$ cat src/rtl/bft_leaf_inject_arb.sv
// bft_leaf_inject_arb
//   Leaf-side injection scheduler. Shares one leaf's upward packet bus among num_req local
//   producers using round-robin arbitration, with each requester gated by a token-bucket
//   rate limiter so no single producer can flood the bufferless fabric.
//
// Ports
//   clk          clock
//   reset        asynchronous, active-high reset
//   req_valid    per-requester packet present
//   req_addr     per-requester destination address, requester i at [i*aw +: aw]
//   req_payload  per-requester payload, requester i at [i*payload_sz +: payload_sz]
//   req_ready    combinational one-hot accept
//   inject_en    upward slot available this cycle
//   bus_o        registered packet to the level-0 switch: {valid, addr, payload}
//   grant_o      registered one-hot copy of the accepted requester
module bft_leaf_inject_arb #(
  parameter int unsigned num_leaves = 2,
  parameter int unsigned payload_sz = 1,
  parameter int unsigned num_req    = 4,
  parameter int unsigned tok_max    = 4,
  parameter int unsigned tok_period = 8
) (
  input  logic                                     clk,
  input  logic                                     reset,
  input  logic [num_req-1:0]                       req_valid,
  input  logic [num_req*$clog2(num_leaves)-1:0]    req_addr,
  input  logic [num_req*payload_sz-1:0]            req_payload,
  output logic [num_req-1:0]                       req_ready,
  input  logic                                     inject_en,
  output logic [$clog2(num_leaves)+payload_sz:0]   bus_o,
  output logic [num_req-1:0]                       grant_o
);

  localparam int unsigned aw = $clog2(num_leaves);
  localparam int unsigned tw = $clog2(tok_max + 1);
  localparam int unsigned rw = $clog2(num_req);
  localparam int unsigned cw = (tok_period > 1) ? $clog2(tok_period) : 1;

  logic [tw-1:0]      tokens   [num_req];
  logic [tw-1:0]      tok_next [num_req];
  logic [rw-1:0]      rr_ptr;
  logic [cw-1:0]      refill_cnt;
  logic               refill;
  logic [num_req-1:0] eligible;
  logic               found;
  logic [rw-1:0]      win;
  logic               accept;

  assign refill = (refill_cnt == cw'(tok_period - 1));

  always_comb begin
    for (int i = 0; i < num_req; i++) begin
      eligible[i] = req_valid[i] && (tokens[i] != '0);
    end
  end

  // Rotating priority scan starting at rr_ptr; first eligible index wins.
  always_comb begin
    int unsigned idx;
    found = 1'b0;
    win   = '0;
    idx   = 0;
    for (int unsigned k = 0; k < num_req; k++) begin
      idx = (32'(rr_ptr) + k) % num_req;
      if (!found && eligible[idx]) begin
        found = 1'b1;
        win   = idx[rw-1:0];
      end
    end
  end

  // Gated by reset so no handshake completes while state is being cleared.
  always_comb begin
    req_ready = '0;
    if (!reset && inject_en && found) begin
      req_ready[win] = 1'b1;
    end
  end

  assign accept = |(req_valid & req_ready);

  // Refill before consume; a saturated bucket ignores the refill.
  always_comb begin
    for (int i = 0; i < num_req; i++) begin
      tok_next[i] = tokens[i];
      if (refill && (tokens[i] != tw'(tok_max))) begin
        tok_next[i] = tok_next[i] + 1'b1;
      end
      if (accept && (win == rw'(i))) begin
        tok_next[i] = tok_next[i] - 1'b1;
      end
    end
  end

  always_ff @(posedge clk or posedge reset) begin
    if (reset) begin
      bus_o      <= '0;
      grant_o    <= '0;
      rr_ptr     <= '0;
      refill_cnt <= '0;
      for (int i = 0; i < num_req; i++) begin
        tokens[i] <= tw'(tok_max);
      end
    end else begin
      refill_cnt <= refill ? '0 : refill_cnt + 1'b1;
      if (accept) begin
        bus_o   <= {1'b1, req_addr[win*aw +: aw], req_payload[win*payload_sz +: payload_sz]};
        grant_o <= req_ready;
        rr_ptr  <= (win == rw'(num_req - 1)) ? '0 : win + 1'b1;
      end else begin
        // Idle slot drives an all-zero bus, not just a cleared valid bit.
        bus_o   <= '0;
        grant_o <= '0;
      end
      for (int i = 0; i < num_req; i++) begin
        tokens[i] <= tok_next[i];
      end
    end
  end

endmodule
$ cat config.mk
export PLATFORM = sky130hd
export DESIGN_NAME = bft_leaf_inject_arb
export DESIGN_NICKNAME = d
export VERILOG_FILES = /design/src/rtl/bft_leaf_inject_arb.sv
export SDC_FILE = /design/constraint.sdc
export NUM_CORES = 1
export LEC_CHECK = 0
export CAP_MARGIN = 20
export CORE_UTILIZATION = 52
export CTS_CLUSTER_DIAMETER = 150
export CTS_CLUSTER_SIZE = 20
export DETAILED_ROUTE_END_ITERATION = 8
export HOLD_SLACK_MARGIN = 0.06
export PLACE_DENSITY = 0.78
export REMOVE_ABC_BUFFERS = 1
export SYNTH_ARGS = -nofsm -noshare
export SYNTH_HDL_FRONTEND = slang
export SYNTH_SLANG_ARGS = --single-unit
$ cat constraint.sdc
create_clock -name clk -period 3 [get_ports clk]
set_clock_uncertainty 0.05 [all_clocks]
set_input_delay 0.6 -clock clk [delete_from_list [all_inputs] [get_ports clk]]
set_output_delay 0.6 -clock clk [all_outputs]
set_load 0.02 [all_outputs]
Word-level counts from Yosys, hierarchy flattened. Index checks and enable logic that the tools add are counted.

Flip-flop bits (word level): 24. Word-level logic and storage cells: 97. Input port bits: 15.

Shift operators: 2. Magnitude comparators: 6. Reductions and logical operators: 28. $add $sub $neg: 13. Eq/ne operators: 8. Mux-type cells: 31. Bitwise logic cells: 1.

Operators by type and width (count): two-way mux 3 bit (10); logical AND 1 bit (18); adder 3 x 1 -> 3 bit, second input constant (5); less-than comparator 2 x 3 -> 1 bit, second input constant (5); inequality test 3 bit, second input constant (4); nonzero test 3 bit (4); subtractor 3 x 1 -> 3 bit, second input constant (4); two-way mux 2 bit (5); two-way mux 1 bit (9); binary-select mux 1 bit (select 2 bit) (4); two-way mux 4 bit (2); indexed part select 4 x 3 -> 1 bit (2); adder 2 x 1 -> 2 bit, second input constant (2); adder 2 bit, second input constant (2); AND 4 bit (1); == test 2 bit, second input constant (2); zero test 1 bit (4); OR reduction 4 bit (1); == test 3 bit, second input constant (1); demux 1 bit (select 2 bit) (1); == test 2 x 1 -> 1 bit, second input constant (1); greater-or-equal comparator 2 x 1 -> 1 bit, second input constant (1); zero test 2 bit (1).

Depth between registers and ports, before layout.
Word-level depth: 23. Gate-level depth with buffers: 13.

Least setup slack after synthesis. Ideal clock, no wire load.

Kind: register -> register. Start point: register tokens[6] (netlist bit). End point: register tokens[1] (netlist bit). Arrival time: 2.466 ns. Data required time: 2.871 ns. Period minus slack after synthesis: 2.595 ns. Slack: 0.405 ns. Library setup time: 0.079 ns. Path buffers: 1. Stages on the path, launching flop included: 14. Cells stage by stage: dfrtp_1 -> inv_1 -> ha_1 -> or2b_1 -> a221o_1 -> a21oi_2 -> a211o_4 -> inv_1 -> ha_1 -> a22oi_1 -> a21boi_2 -> buf_4 -> nand2_2 -> mux2i_1.

RTL lines: start, declared (line 39) `logic [tw-1:0] tokens [num_req];`; start signal, assigned by index (line 102) `tokens[i] <= tw'(tok_max);`; start signal, assigned by index (line 116) `tokens[i] <= tok_next[i];`.

Worst setup path in the final report.
Start point: register tokens[7] (netlist bit). End point: output req_ready[1].

Cells in the longest elaborated chain, start to end: 19. Elaborated cells between the ends (all ways): 31.

RTL lines: nonzero test 3 bit (*) (line 53) `eligible[i] = req_valid[i] && (tokens[i] != '0);`; logical AND 1 bit (*) (line 53); binary-select mux 1 bit (select 2 bit) (line 65) `if (!found && eligible[idx]) begin`; two-way mux 1 bit (implied by the code) (line 65); two-way mux 1 bit (line 65); zero test 1 bit (line 65); logical AND 1 bit (line 65); two-way mux 1 bit (line 65); (+3 left out); zero test 1 bit (line 65); logical AND 1 bit (line 65); two-way mux 2 bit (line 65); less-than comparator 2 x 3 -> 1 bit (implied by the code) or greater-or-equal comparator 2 x 1 -> 1 bit (tied branches) (line 76) `req_ready[win] = 1'b1;`; logical AND 1 bit (implied by the code) (line 76); two-way mux 1 bit (implied by the code) (line 76); demux 1 bit (select 2 bit) (line 76); two-way mux 4 bit (*) (line 75) `if (!reset && inject_en && found) begin`; end, declared (line 28) `output logic [num_req-1:0] req_ready,`.

Mark *: on every way between the ends. The rest lies on a longest branch, timed or not. The select of a mux whose other input is x is not followed.

==> results.sh <==
export IMPL_status="finished, final reports clean"
export IMPL_grt_setup_unrepaired="yes"
export IMPL_leakage_nw=1.04
export IMPL_synth_flop_cell="dfrtp_1"
export IMPL_drc=0
export IMPL_grt_met3_usage_pct=3.92
export IMPL_synth_area_leader_cell="dfrtp_1"
export IMPL_yosys_area_top_type_share_pct=32.4
export IMPL_syn_inst=147
export IMPL_die_h_um=56.5
export IMPL_grt_max_degree=25
export IMPL_power_mw=1.78
export IMPL_syn2layout_area_growth_pct=38.7
export IMPL_slew_headroom_pct=65.4
export IMPL_ys_seq_area_share_pct=39.2
export IMPL_grt_first_pass_wirelength_um=5550
export IMPL_rows=19
export IMPL_powerDensity_mw_per_mm2=833
export IMPL_fmax_mhz=339
export IMPL_synthTopCellsByArea="dfrtp_1, ha_1, dfstp_2, inv_1, xnor2_1"
export IMPL_instances_no_fill=232
export IMPL_syn_area_mm2=0.00154
export IMPL_drt_iter0_markers=30
export IMPL_synth_edf_count=0
export IMPL_use_met2_pct=41.5
export IMPL_numCtsBuffers=3
export IMPL_criticalPathCategory="reg2out"
export IMPL_worst_path_max_fanout=4
export IMPL_finalCoreUtilization_pct=77.0
export IMPL_n_fill_cell=184
export IMPL_grt_pass1_vias=1271
export IMPL_crit_required_ns=2.35
export IMPL_layout_drive_gt1_share_pct=33.3
export IMPL_synth_common_cells="dfrtp_1, inv_1, ha_1"
export IMPL_cap_violations=0
export IMPL_dieArea_mm2=0.00319
export IMPL_wl_per_cell_um=15.0
export IMPL_hold_path_class="reg2reg"
export IMPL_critPathArrivalTime_ns=2.30
export IMPL_ir_drop_uv=728
export IMPL_top_usage_layer="met2"
export IMPL_core_mm2=0.00278
export IMPL_grt_total_usage_pct=22.9
export IMPL_vias_per_cell=5.47
export IMPL_ctsHoldBuffers=0
export IMPL_dr_pass1_iters=4
export IMPL_num_io_pins=26
export IMPL_clockBufferDepth=2
export IMPL_port_buffers=25
export IMPL_dpl_cell_count=220
export IMPL_cts_root_buffer="clkbuf_4"
export IMPL_worstSetupEndpointType="primary output"
export IMPL_ys_async_sr_fraction_pct=100
export IMPL_finalHoldViolCount=0
export IMPL_worstMarginPinSlew_ns=0.519
export IMPL_htree_levels=1
export IMPL_yosys_register_bits=24
export IMPL_ant_nets=0
export IMPL_syn_avg_cell_area_um2=10.5
export IMPL_antenna_found_initial=0
export IMPL_initial_core_util_pct=55.5
export IMPL_fin_crit_ns=2.95
export IMPL_clk_pin_slew_ns=0.13
export IMPL_finalNetCount=236
export IMPL_clock_latency_ns=0.32
export IMPL_grt_util_met1_pct=26.4
export IMPL_synth_cell_type_count=37
export IMPL_grt_overflow_total=0
export IMPL_yosysWarnings=0
export IMPL_hpwlAfterDp_um=2460
export IMPL_vias=1270
export IMPL_cts_sinks=24
export IMPL_fin_crit_sh_pct=98.5
export IMPL_setup_viol=0
export IMPL_setup_tns_final_ns=0
export IMPL_crit_path_start_kind="flop"
export IMPL_finalMaxSlewViolations=0
export IMPL_tritoncts="yes"
export IMPL_diodes=0
export IMPL_place_gp_congestion=0.882
export IMPL_drt_wl_total_um=3480
export IMPL_die_w_um=56.5
-- per-layer routing --
layer / routed length [um] / part of all wire (%)
met1: 1480 / 43
met2: 1770 / 51
met3: 166 / 4.8
met4: 65 / 1.9
met5: 0 / 0
-- where the power goes --
part	total (mW)	internal [mW]	switching [mW]
combinational	1.10	0.579	0.520
sequential	0.542	0.452	0.0893
clock	0.144	0.0471	0.0974
total	1.78	1.08	0.706
-- logic make-up after synthesis --
group,share of synthesized area (%)
simple gates,11.9
compound gates,15.6
flops,39.2
buf+inv,5.59
fa+ha+maj,14.6
xor+xnor,6.81
mux,6.24
-- final cells by class --
type / count / area, um^2 / area share (%)
Multi-Input combinational cell: 101 / 932 / 43.5
Timing Repair Buffer: 53 / 465 / 21.7
Tap cell: 31 / 38.8 / 1.81
Clock buffer: 3 / 22.5 / 1.05
Inverter: 20 / 77.6 / 3.62
Sequential cell: 24 / 606 / 28.3
-- placed cells by master, fill, tap and decap left out, types with 4 or more instances in the layout --
cell              n
ha_4              4
dfrtp_1          20
nand2_1           7
nor2_1            5
mux2i_1           4
dfstp_2           4
inv_1            16
clkdlybuf4s50_1  21
a21oi_1          10
xnor2_1           8
a21boi_0          4
xor2_1            4
buf_4            28
nand3_1           5
ha_1             13
buf_6             4
and2_4            4
-- stage by stage --
step	hold slack [ns]	setup slack (ns)	cell area, um^2
6_report	0.415	0.0464	2140
5_1_grt	0.425	-0.0227	2140
4_1_cts	0.416	-0.0492	2040
3_5_place_dp	0.397	-0.411	1960
3_3_place_gp	0.364	-0.363	1960
2_1_floorplan	0.353	0.339	1530
-- timing repair --
| action | CTS | global route |
|---|---|---|
| setup buffers | 4 | 5 |
| resized for setup | 29 | 16 |
| setup endpoints to repair | 20 | 20 |
| pin swaps | 8 | 8 |
| hold endpoints to repair | 0 | 0 |
-- registers in the layout (all words and copies together) (netlist names) --
| signal | cells |
|---|---|
| tokens | 12 |
| grant_o | 4 |
| bus_o | 3 |
| refill_cnt | 3 |
| rr_ptr | 2 |
-- worst max-delay path: stages (launching register included) --
cell	delay [ns]
dfrtp_1	0.41
inv_2	0.08
ha_4	0.13
or2b_4	0.28
a32oi_1	0.18
o21bai_1	0.11
a21oi_2	0.25
inv_2	0.11
ha_4	0.18
and2_4	0.13
buf_6	0.12
-- final timing paths --
kind | to | start | cells past startpoint | slack (ns)
worst max-delay path | req_ready[1] | tokens[7] | 10 | 0.05
worst min-delay path | refill_cnt[0] | refill_cnt[0] | 1 | 0.41
worst max register to register | tokens[9] | tokens[7] | 13 | 0.11
worst min register to register | refill_cnt[0] | refill_cnt[0] | 1 | 0.41
max in group asynchronous | tokens[5] | reset | 3 | 1.97
min in group asynchronous | grant_o[3] | reset | 3 | 0.62
(Power assumes the default switching activity.)
